--- src/rtl/atm_ctrl_multi_if.sv ---
// Session bus for the multi-account ATM controller: customer-side strobes in,
// account result and session status out.
interface atm_ctrl_multi_if #(
  parameter int DATA_W = 16
) ();

  logic              card_inserted;
  logic              language_selection_enable;
  logic              lang_sel;
  logic [DATA_W-1:0] userPassword;
  logic              pin_valid;
  logic [1:0]        OpSelector;
  logic              op_valid;
  logic [DATA_W-1:0] amount;
  logic              amt_valid;
  logic              anotherSelctor;
  logic [DATA_W-1:0] atm_output;
  logic [2:0]        status;
  logic              done;
  logic              lang_o;
  logic              session_active;

  modport master (
    output card_inserted, language_selection_enable, lang_sel, userPassword, pin_valid,
           OpSelector, op_valid, amount, amt_valid, anotherSelctor,
    input  atm_output, status, done, lang_o, session_active
  );

  modport slave (
    input  card_inserted, language_selection_enable, lang_sel, userPassword, pin_valid,
           OpSelector, op_valid, amount, amt_valid, anotherSelctor,
    output atm_output, status, done, lang_o, session_active
  );

endinterface

--- src/rtl/atm_ctrl_multi.sv ---
// Multi-account ATM session controller: card/language/PIN login with lockout,
// then withdraw/deposit/balance operations on a resettable balance bank.
module atm_ctrl_multi #(
  parameter int DATA_W    = 16,
  parameter int NUM_USERS = 7,
  parameter int BASE_ID   = 1000,
  parameter int INIT_BAL  = 500,
  parameter int WD_LIMIT  = 5000,
  parameter int MAX_TRIES = 3
) (
  input logic               clk,
  input logic               rst,
  atm_ctrl_multi_if.slave   bus
);

  localparam int AcctW = (NUM_USERS > 1) ? $clog2(NUM_USERS) : 1;
  localparam int TryW  = $clog2(MAX_TRIES + 1);

  localparam logic [DATA_W-1:0] PinLo    = DATA_W'(BASE_ID);
  localparam logic [DATA_W-1:0] PinHi    = DATA_W'(BASE_ID + NUM_USERS - 1);
  localparam logic [DATA_W-1:0] WdLimit  = DATA_W'(WD_LIMIT);
  localparam logic [DATA_W-1:0] InitBal  = DATA_W'(INIT_BAL);
  localparam logic [TryW-1:0]   MaxTries = TryW'(MAX_TRIES);

  typedef enum logic [2:0] {
    IDLE, LANG, PIN, MENU, AMOUNT, EXEC, RESULT, LOCK
  } stateT;

  typedef enum logic [1:0] {
    OP_NONE     = 2'b00,
    OP_WITHDRAW = 2'b01,
    OP_DEPOSIT  = 2'b10,
    OP_BALANCE  = 2'b11
  } opT;

  typedef enum logic [2:0] {
    ST_OK         = 3'd0,
    ST_BAD_PIN    = 3'd1,
    ST_LOCKED     = 3'd2,
    ST_NO_FUNDS   = 3'd3,
    ST_OVER_LIMIT = 3'd4,
    ST_OVERFLOW   = 3'd5
  } statusT;

  stateT              state, stateNext;
  opT                 op, opNext;
  statusT             statusReg, statusNext;
  logic [AcctW-1:0]   acct, acctNext;
  logic [DATA_W-1:0]  amt, amtNext;
  logic [TryW-1:0]    tries, triesNext, triesInc;
  logic [DATA_W-1:0]  atmOut, atmOutNext;
  logic               lang, langNext;
  logic               done, doneNext;
  logic               sessionActive, sessionActiveNext;

  logic [DATA_W-1:0]  bal [NUM_USERS];
  logic [DATA_W-1:0]  curBal;
  logic [DATA_W:0]    depSum;
  logic               balWe;
  logic [DATA_W-1:0]  balWdata;
  logic               abort;
  logic               pinOk;

  assign curBal   = bal[acct];
  assign depSum   = {1'b0, curBal} + {1'b0, amt};
  assign triesInc = tries + 1'b1;
  assign abort    = (state != IDLE) && !bus.card_inserted;
  assign pinOk    = (bus.userPassword >= PinLo) && (bus.userPassword <= PinHi);

  // NOTE: every variable gets a default before the case so no path leaves one
  // unassigned; otherwise synthesis infers a latch to hold the old value.
  always_comb begin
    stateNext  = state;
    opNext     = op;
    statusNext = statusReg;
    acctNext   = acct;
    amtNext    = amt;
    triesNext  = tries;
    atmOutNext = atmOut;
    langNext   = lang;
    balWe      = 1'b0;
    balWdata   = curBal;

    case (state)
      IDLE: begin
        if (bus.card_inserted) begin
          stateNext  = LANG;
          triesNext  = '0;
          statusNext = ST_OK;
          atmOutNext = '0;
        end
      end

      LANG: begin
        if (abort) begin
          stateNext = IDLE;
        end else if (bus.language_selection_enable) begin
          langNext  = bus.lang_sel;
          stateNext = PIN;
        end
      end

      PIN: begin
        if (abort) begin
          stateNext = IDLE;
        end else if (bus.pin_valid) begin
          if (pinOk) begin
            acctNext   = AcctW'(bus.userPassword - PinLo);
            statusNext = ST_OK;
            stateNext  = MENU;
          end else begin
            triesNext  = triesInc;
            statusNext = ST_BAD_PIN;
            if (triesInc == MaxTries) begin
              statusNext = ST_LOCKED;
              stateNext  = LOCK;
            end
          end
        end
      end

      MENU: begin
        if (abort) begin
          stateNext = IDLE;
        end else if (bus.op_valid) begin
          case (opT'(bus.OpSelector))
            OP_BALANCE: begin
              atmOutNext = curBal;
              statusNext = ST_OK;
              stateNext  = RESULT;
            end
            OP_WITHDRAW, OP_DEPOSIT: begin
              opNext    = opT'(bus.OpSelector);
              stateNext = AMOUNT;
            end
            default: ;
          endcase
        end
      end

      AMOUNT: begin
        if (abort) begin
          stateNext = IDLE;
        end else if (bus.amt_valid) begin
          amtNext   = bus.amount;
          stateNext = EXEC;
        end
      end

      // The commit happens even if the card is pulled now: the op was accepted.
      EXEC: begin
        stateNext  = abort ? IDLE : RESULT;
        atmOutNext = curBal;
        if (op == OP_WITHDRAW) begin
          if (amt > WdLimit) begin
            statusNext = ST_OVER_LIMIT;
          end else if (amt > curBal) begin
            statusNext = ST_NO_FUNDS;
          end else begin
            balWe      = 1'b1;
            balWdata   = curBal - amt;
            atmOutNext = curBal - amt;
            statusNext = ST_OK;
          end
        end else begin
          if (depSum[DATA_W]) begin
            statusNext = ST_OVERFLOW;
          end else begin
            balWe      = 1'b1;
            balWdata   = depSum[DATA_W-1:0];
            atmOutNext = depSum[DATA_W-1:0];
            statusNext = ST_OK;
          end
        end
      end

      RESULT: begin
        if (abort) begin
          stateNext = IDLE;
        end else if (bus.anotherSelctor) begin
          stateNext = MENU;
        end
      end

      LOCK: begin
        if (abort) stateNext = IDLE;
      end

      default: stateNext = IDLE;
    endcase

    doneNext          = (stateNext == RESULT) && (state != RESULT);
    sessionActiveNext = (stateNext == MENU) || (stateNext == AMOUNT) ||
                        (stateNext == EXEC) || (stateNext == RESULT);
  end

  // NOTE: sequential state uses non-blocking assignments so every register
  // samples the pre-edge values, independent of statement order.
  always_ff @(posedge clk or posedge rst) begin
    if (rst) begin
      state         <= IDLE;
      op            <= OP_NONE;
      statusReg     <= ST_OK;
      acct          <= '0;
      amt           <= '0;
      tries         <= '0;
      atmOut        <= '0;
      lang          <= 1'b1;
      done          <= 1'b0;
      sessionActive <= 1'b0;
    end else begin
      state         <= stateNext;
      op            <= opNext;
      statusReg     <= statusNext;
      acct          <= acctNext;
      amt           <= amtNext;
      tries         <= triesNext;
      atmOut        <= atmOutNext;
      lang          <= langNext;
      done          <= doneNext;
      sessionActive <= sessionActiveNext;
    end
  end

  // NOTE: the balance bank is a handful of flops, not a RAM macro, so it can
  // and must take a reset value; a real SRAM would need an init sequence.
  always_ff @(posedge clk or posedge rst) begin
    if (rst) begin
      for (int i = 0; i < NUM_USERS; i++) bal[i] <= InitBal;
    end else if (balWe) begin
      bal[acct] <= balWdata;
    end
  end

  assign bus.atm_output     = atmOut;
  assign bus.status         = statusReg;
  assign bus.done           = done;
  assign bus.lang_o         = lang;
  assign bus.session_active = sessionActive;

endmodule
--- src/flat_wrapper.sv ---
// flat-port wrapper written by rule: the top's interface ports become plain ports
module atm_ctrl_multi_flat 
#(
  parameter int DATA_W    = 16,
  parameter int NUM_USERS = 7,
  parameter int BASE_ID   = 1000,
  parameter int INIT_BAL  = 500,
  parameter int WD_LIMIT  = 5000,
  parameter int MAX_TRIES = 3
)
  (clk, rst, bus_card_inserted, bus_language_selection_enable, bus_lang_sel, bus_userPassword, bus_pin_valid, bus_OpSelector, bus_op_valid, bus_amount, bus_amt_valid, bus_anotherSelctor, bus_atm_output, bus_status, bus_done, bus_lang_o, bus_session_active);
  atm_ctrl_multi_if #(.DATA_W(DATA_W)) bus_i ();
  input logic clk;
  input logic rst;
  input wire logic [$bits(bus_i.card_inserted)-1:0] bus_card_inserted;
  input wire logic [$bits(bus_i.language_selection_enable)-1:0] bus_language_selection_enable;
  input wire logic [$bits(bus_i.lang_sel)-1:0] bus_lang_sel;
  input wire logic [$bits(bus_i.userPassword)-1:0] bus_userPassword;
  input wire logic [$bits(bus_i.pin_valid)-1:0] bus_pin_valid;
  input wire logic [$bits(bus_i.OpSelector)-1:0] bus_OpSelector;
  input wire logic [$bits(bus_i.op_valid)-1:0] bus_op_valid;
  input wire logic [$bits(bus_i.amount)-1:0] bus_amount;
  input wire logic [$bits(bus_i.amt_valid)-1:0] bus_amt_valid;
  input wire logic [$bits(bus_i.anotherSelctor)-1:0] bus_anotherSelctor;
  output wire logic [$bits(bus_i.atm_output)-1:0] bus_atm_output;
  output wire logic [$bits(bus_i.status)-1:0] bus_status;
  output wire logic [$bits(bus_i.done)-1:0] bus_done;
  output wire logic [$bits(bus_i.lang_o)-1:0] bus_lang_o;
  output wire logic [$bits(bus_i.session_active)-1:0] bus_session_active;
  assign bus_i.card_inserted = bus_card_inserted;
  assign bus_i.language_selection_enable = bus_language_selection_enable;
  assign bus_i.lang_sel = bus_lang_sel;
  assign bus_i.userPassword = bus_userPassword;
  assign bus_i.pin_valid = bus_pin_valid;
  assign bus_i.OpSelector = bus_OpSelector;
  assign bus_i.op_valid = bus_op_valid;
  assign bus_i.amount = bus_amount;
  assign bus_i.amt_valid = bus_amt_valid;
  assign bus_i.anotherSelctor = bus_anotherSelctor;
  assign bus_atm_output = bus_i.atm_output;
  assign bus_status = bus_i.status;
  assign bus_done = bus_i.done;
  assign bus_lang_o = bus_i.lang_o;
  assign bus_session_active = bus_i.session_active;
  atm_ctrl_multi #(.DATA_W(DATA_W), .NUM_USERS(NUM_USERS), .BASE_ID(BASE_ID), .INIT_BAL(INIT_BAL), .WD_LIMIT(WD_LIMIT), .MAX_TRIES(MAX_TRIES)) u_core (.clk(clk), .rst(rst), .bus(bus_i));
endmodule
--- config.mk ---
export PLATFORM = sky130hd
export DESIGN_NAME = atm_ctrl_multi_flat
export DESIGN_NICKNAME = d
export VERILOG_FILES = /design/src/rtl/atm_ctrl_multi_if.sv /design/src/rtl/atm_ctrl_multi.sv /design/src/flat_wrapper.sv
export SDC_FILE = /design/constraint.sdc
export NUM_CORES = 1
export LEC_CHECK = 0
export ABC_AREA = 1
export CAP_MARGIN = 15
export CORE_AREA = 2 2 188 190
export CTS_BUF_LIST = sky130_fd_sc_hd__clkbuf_4 sky130_fd_sc_hd__clkbuf_8 sky130_fd_sc_hd__clkbuf_16
export DETAILED_ROUTE_END_ITERATION = 7
export DIE_AREA = 0 0 190 192
export GPL_TIMING_DRIVEN = 0
export HOLD_SLACK_MARGIN = 0.12
export PLACE_DENSITY = 0.55
export SLEW_MARGIN = 20
export SYNTH_ARGS = -nofsm -noshare
export SYNTH_HDL_FRONTEND = slang
export SYNTH_SLANG_ARGS = --single-unit
--- constraint.sdc ---
create_clock -name clk -period 10.08 [get_ports clk]
set_input_delay 3.024 -clock clk [delete_from_list [all_inputs] [get_ports clk]]
set_output_delay 3.024 -clock clk [all_outputs]
set_load 0.01 [all_outputs]
==> key figures <==
Outcome
  • Status: complete, no violations

Synth
  • Commonest register cell after synthesis: dfrtp_1
  • Synth Instances: 1522
  • Synth top cells by count: nand2_1, inv_1, dfrtp_1
  • Sequential share of the synthesized area: 39.7%
  • Post-synth top area share: 28.6%
  • Yosys Warn Count: 0
  • Post-synthesis simple-gate area fraction: 40.2%
  • Asr flop ratio synth: 100%
  • Unique masters post-synth: 43
  • Top-count cell post-synth: nand2_1
  • Post-synthesis cell area: 10200 sq um
  • Adder-cell share of the synthesized area: 4.68%
  • Area leader, netlist: dfrtp_1
  • Syn avg cell area: 6.71 sq um
  • Synth Area in Compound Gates: 5.99%
  • Leading post-synthesis cells by cell area: dfrtp_1, nand2_1, dfstp_2
  • Post-Synth XOR/XNOR Area: 0.943%
  • Syn_nets: 1602
  • Flops & latches, synth: 160
  • Largest family of logic cells by synthesized area: simple AND/OR/NAND/NOR gates
  • Post-synthesis mux area share: 0.441%
  • Post-synth EDFFs: 0

Setup path
  • Reg2reg start: u_core.acct[2]
  • Cell with the most instances on the worst path: o21ai_0
  • CP arrival: 5310 ps
  • Crit-path max FO: 8
  • CP endpoint kind: flip-flop
  • Critical path buffers and inverters: 3
  • Crit path from: bus_OpSelector[0]
  • Max incr delay on CP: 510 ps
  • Worst path top cell family by delay: buffers and inverters
  • CP max-delay cell: o21ai_0
  • Critical-path cell list: clkdlybuf4s50_1 > ha_1 > nand3_1 > nand2_1 > nand3_1 > clkinv_1 > o21ai_0 > inv_1 > o21ai_0 > o21ai_0
  • Worst Path Required: 10370 ps
  • Critical path class: input pin to flip-flop
  • Critical Path Source Type: input pin

STA
  • Fin crit share: 49.8%
  • Final Hold Viols: 0
  • Setup violations, final: 0
  • Slew margin rel.: 40.3%
  • Fin Hold WS: 466 ps
  • Peak Freq: 199 MHz
  • RSZ-0062 raised after global routing: no
  • Sum Neg Setup Slack: 0 ps
  • Final Max Tran Viols: 0
  • Worst slew pin tran: 888 ps
  • Crit path time final: 5020 ps
  • Worst Skew: 16.0 ps

Floorplanning
  • Die height: 192 microns
  • Rows: 68
  • Core area: 34300 sq um
  • # IOs: 65
  • Starting Density: 29.8%
  • Chip width: 190 microns
  • Die area: 36500 sq um

Clock tree
  • Reg clk slew, reported paths: 60 ps
  • Clock latency on the worst-skew pair: 440 ps
  • CTS Hold Bufs: 0
  • CTS Buf Count: 17
  • Post-CTS Setup Bufs: 0
  • H-tree depth: 4
  • PostCTS Resize Cnt: 0
  • CTS tree: done
  • Worst-case clock buffer depth: 2
  • # clock sinks: 160
  • Root Driver: clkbuf_16

Place
  • Post-DP Area: 11500 sq um
  • Gpl congestion: 0.900
  • Number of I/O port buffers: 64
  • Inst Count DP: 2042
  • Hpwl dp: 24.3 mm

Global route
  • GRT Util Overall: 17.5%
  • Pin count of the biggest net entering global routing: 102
  • Overflow after GRT: 0
  • Initial antenna violation count: 0
  • Vias in the first global route: 9515
  • Global-route wire length before repair: 50.4 mm

Power
  • Peak VDD IR: 0.133 mV
  • Total power: 2580 uW
  • Pwr/cell area: 214 nW/um^2
  • LEAKAGE: 0.00632 uW

Cells and area
  • Post-route cell area: 12000 sq um
  • Fin cells: 2074
  • N_diodes: 0
  • Layout cell share with drive strength beyond 1: 9.33%
  • Layout area overhead: 17.8%
  • Final Net Count: 1686

Drt
  • Vias/cell: 4.54
  • Pre-antenna DRT Iters: 8
  • Number of DRC markers in iteration 0: 584
  • DRT antenna net count: 0
  • Vias: 9426
  • Routed wire per std cell: 14.9 microns
  • Final WL: 30.8 mm
  • DRC violations left: 0

Job
  • Max cap viols: 0

Hold path
  • Worst hold start: u_core.bal[104]
  • Hold Path Class: flip-flop to flip-flop
==> logic make-up (layout without fill, tap and decap cells) <==
group	Yosys count	count (layout)
AOI/OAI and AO/OA	112	112
and+or+nand+nor	1010	1010
xor gates and xnor gates	11	11
adders and majority gates	37	37
buffers and inverters	188	285
DFF	160	160
muxes	4	4
==> final cells by class <==
type,instances,area (sq um)
fillers,3706,22200
multi-input cells,1174,5340
flip-flops and latches,160,4060
repair buffers,65,668
well taps,455,569
inverters,138,526
clock buffers,21,479
plain buffers,50,300
clock inverters,11,97.6
==> sequential cells by signal, summed over array words and instances, names as in the netlist <==
| name | count |
|---|---|
| u_core.bus.done | 1 |
| u_core.op | 2 |
| u_core.tries | 2 |
| u_core.bus.status | 3 |
| u_core.bus.session_active | 1 |
| u_core.amt | 16 |
| u_core.state | 3 |
| u_core.bus.atm_output | 16 |
| u_core.acct | 3 |
| u_core.bus.lang_o | 1 |
| u_core.bal | 112 |
==> routing by layer <==
metal | routed length, microns | share of wire [%] | up-vias | GRT usage, %
met3 | 1030 | 3.3 | 28 | 2.30
met4 | 535 | 1.7 | 0 | 4.50
met2 | 14400 | 47 | 156 | 29.5
li1 | - | - | 4908 | -
met1 | 14800 | 48 | 4334 | 23.5
met5 | 0 | 0 | - | 0
==> where the power goes <==
group	internal, uW	switching [uW]	leakage [uW]
logic	390	733	0.00406
registers	732	71.4	0.00198
clock network	349	306	0.000282
total	1470	1110	0.00632
==> stage by stage <==
stage	utilization [%]	setup WS (ps)
3_3_place_gp	33.3	89.8
5_1_grt	35.1	4860
6_report	35.1	5060
4_1_cts	35.1	5020
2_1_floorplan	-	2810
3_5_place_dp	33.4	4590
==> final timing paths <==
check	end	slack [ps]	cells past startpoint
min in group asynchronous	u_core.amt[1]	3050	2
worst max register to register	u_core.bal[63]	5280	21
max in group asynchronous	u_core.bal[29]	6130	3
worst min register to register	u_core.bal[104]	470	2
worst max-delay path	u_core.bus.status[0]	5060	10
worst min-delay path	u_core.bal[104]	470	2
==> worst min-delay path, cell delays in order (launching register included) <==
cell and delay, ps:
dfstp_2 370, nand2_1 50, nand2_1 50
==> cells in the final DEF (no fill, tap or decap), types with 3 or more instances in the layout <==
master / n
buf_4: 12
inv_2: 11
inv_6: 3
xor2_1: 8
nor2_4: 6
o21ai_0: 18
and2_1: 6
inv_1: 123
dfstp_2: 43
clkinv_1: 3
nand4_1: 14
dfrtp_1: 117
clkbuf_16: 18
nand2_2: 6
a31oi_1: 3
buf_2: 18
nand3_1: 107
clkdlybuf4s50_1: 64
buf_6: 6
nand2_1: 751
nor3_1: 6
ha_1: 35
nand3b_1: 4
mux2_2: 4
xnor2_1: 3
clkbuf_1: 13
nor2_2: 3
nor2_1: 98
a21oi_1: 79
(Power assumes the default switching activity.)
==> patch, RTL diff (config.mk and constraints unchanged) <==
Make the reset (`rst`) synchronous in 2 clocked blocks.
--- a/src/rtl/atm_ctrl_multi.sv
+++ b/src/rtl/atm_ctrl_multi.sv
@@ -196,7 +196,7 @@
 
   // NOTE: sequential state uses non-blocking assignments so every register
   // samples the pre-edge values, independent of statement order.
-  always_ff @(posedge clk or posedge rst) begin
+  always_ff @(posedge clk) begin
     if (rst) begin
       state         <= IDLE;
       op            <= OP_NONE;
@@ -224,7 +224,7 @@
 
   // NOTE: the balance bank is a handful of flops, not a RAM macro, so it can
   // and must take a reset value; a real SRAM would need an init sequence.
-  always_ff @(posedge clk or posedge rst) begin
+  always_ff @(posedge clk) begin
     if (rst) begin
       for (int i = 0; i < NUM_USERS; i++) bal[i] <= InitBal;
     end else if (balWe) begin
Behaviour: differs if rst is asserted again (counterexample within 4 cycles, from zero or initial values and one cycle with rst high); with rst held inactive, the same outputs for 4 cycles.
==> patch against the original RTL <==
Design area is 0.12% lower. Largest cell class is now flip-flops and latches. Worst setup slack worse by 0.65 ns. Highest routed layer unchanged. Sequential cell count rose by 19. Synthesized area fell by 0.26%. Core utilization about the same. Routed wire length is 6.9% higher. Critical path depth is 17 higher.
Power is not compared: it rests on default switching activity, and its combinational part moved more than twofold at a synthesized area within 25%.
==> patch: results <==
group,metric,value,unit
yosys,synth.avg_cell_area,7.82,um2
global_route,grt_max_degree,19,
yosys,ys_types,46,
worst_setup_path,critPathCaptureType,"flip-flop",
min_path,min_to,"u_core.op[1]",
routing,vias,9114,
placed_design,dp.cells,1825,
yosys,synth_nets,1385,
placed_design,dp_hpwl,24.7,mm
worst_setup_path,arrival,5.75,ns
min_path,hold_class,"reg2reg",
clock_network,cts_made_buffers,17,
clock_network,post_cts_buffers,0,
worst_setup_path,cp_max_fo,16,
sta,holdWs,0.446,ns
global_route,grt_use_total,18.6,%
yosys,yosysWarnings,0,
sta,skew,0.0118,ns
worst_setup_path,r2r_end,"u_core.bal[0][5]",
worst_setup_path,start_kind,"flip-flop",
min_path,hold_depth,2,
yosys,synth_ff_type,"edfxtp_1",
placed_design,dpl_cell_area,0.0114,mm2
worst_setup_path,critPathMaxStageDelay,0.62,ns
global_route,grt_pass1_vias,8983,
routing,first_pass_iters,6,
worst_setup_path,rr_worst_depth,27,
yosys,synthArstFlopShare,0,%
status,status,"complete, no violations",
routing,wl_per_cell,17.8,um
layout,top_register,"u_core.bal",
worst_setup_path,critical-path-slowest-cell,"nand2_1",
layout,drive_gt1_share,7.56,%
pwr,power,0.00160,W
sta,worstMarginPinSlew,0.941,ns
clock_network,clk_pin_slew,0.08,ns
placed_design,dpl_worst_slack,4.35,ns
routing,vias_per_cell,4.91,
layout,largest_register_ffs,128,
yosys,yosysSeqAreaShare,46.2,%
placed_design,gp_congestion,0.917,
yosys,ys_top_cells_by_count,"292 x nand2_1, 195 x nor2_1, 124 x inv_1, 112 x edfxtp_1, 112 x o21ai_0",
pwr,switching_share,26.0,%
min_path,min-delay-start,"u_core.op[1]",
layout,final_nets,1470,
routing,drt_iter0_drc,704,
sta,min_period,5.67,ns
global_route,grt_pass1_wl,51.2,mm
clock_network,cts_root_buf,"clkbuf_16",
yosys,synth_area_leaders,"edfxtp_1 33%, dfxtp_1 13%, nand2_1 11%, nor2_1 7.2%, o21ai_0 5.5%",
worst_setup_path,cp_top_family,"simple AND/OR/NAND/NOR gates",
yosys,synth-edff-count,112,
layout,n_antenna_cell,0,
clock_network,clock_latency,0.46,ns
## patch: changes by cell type after synthesis, moves of 19 or more
cell      unedited run  this run
o21ai_0             18       112
dfxtp_1              0        67
nor2_1              98       195
o22ai_1              0        19
edfxtp_1             0       112
dfstp_2             43         0
nand2_1            751       292
clkbuf_1            13        32
dfrtp_1            117         0
nand3_1            107        71
## patch: per-layer routing
| metal | share of wire (%) | wire length [um] | vias up | track usage (%) |
|---|---|---|---|---|
| met5 | 0 | 0 | - | 0 |
| met4 | 2.4 | 789 | 0 | 6.71 |
| met3 | 4.7 | 1540 | 50 | 3.18 |
| met2 | 45 | 14900 | 249 | 30.3 |
| met1 | 48 | 15700 | 4314 | 24.9 |
| li1 | - | - | 4501 | - |
## patch: layout make-up
class	count	area, um2
plain buffers	57	283
clock buffers	17	425
clock inverters	15	170
fillers	3568	22300
inverters	146	548
multi-input cells	922	4660
flip-flops and latches	179	4700
well taps	455	569
repair buffers	66	663
## patch: worst register-to-register path, cell delays in order, from the launching register on
cell and delay [ns]:
dfxtp_1 0.30, buf_2 0.15, inv_1 0.12, buf_2 0.22
clkbuf_1 0.50, o21ai_0 0.13, o21ai_0 0.18, inv_1 0.05
o21ai_0 0.44, inv_1 0.09, ha_1 0.23, fa_1 0.41
inv_1 0.11, nand3_1 0.08, nand3_1 0.13, nand2_1 0.06
nand2_1 0.14, nand2_2 0.10, nand2_4 0.11, nand2_4 0.08
nand2_4 0.10, nand3_4 0.12, nor3_2 0.23, inv_2 0.11
nor2_4 0.23, inv_2 0.07, buf_6 0.16, nand2_1 0.62
## patch: logic make-up (layout without fill, tap and decap cells)
group,Yosys count,count (layout),share of synthesized area [%]
buf+inv,203,301,8.15
compound gates,254,254,14.0
xor+xnor,16,16,1.37
fa+ha+maj,38,38,4.81
flops,179,179,46.2
simple gates,614,614,25.5
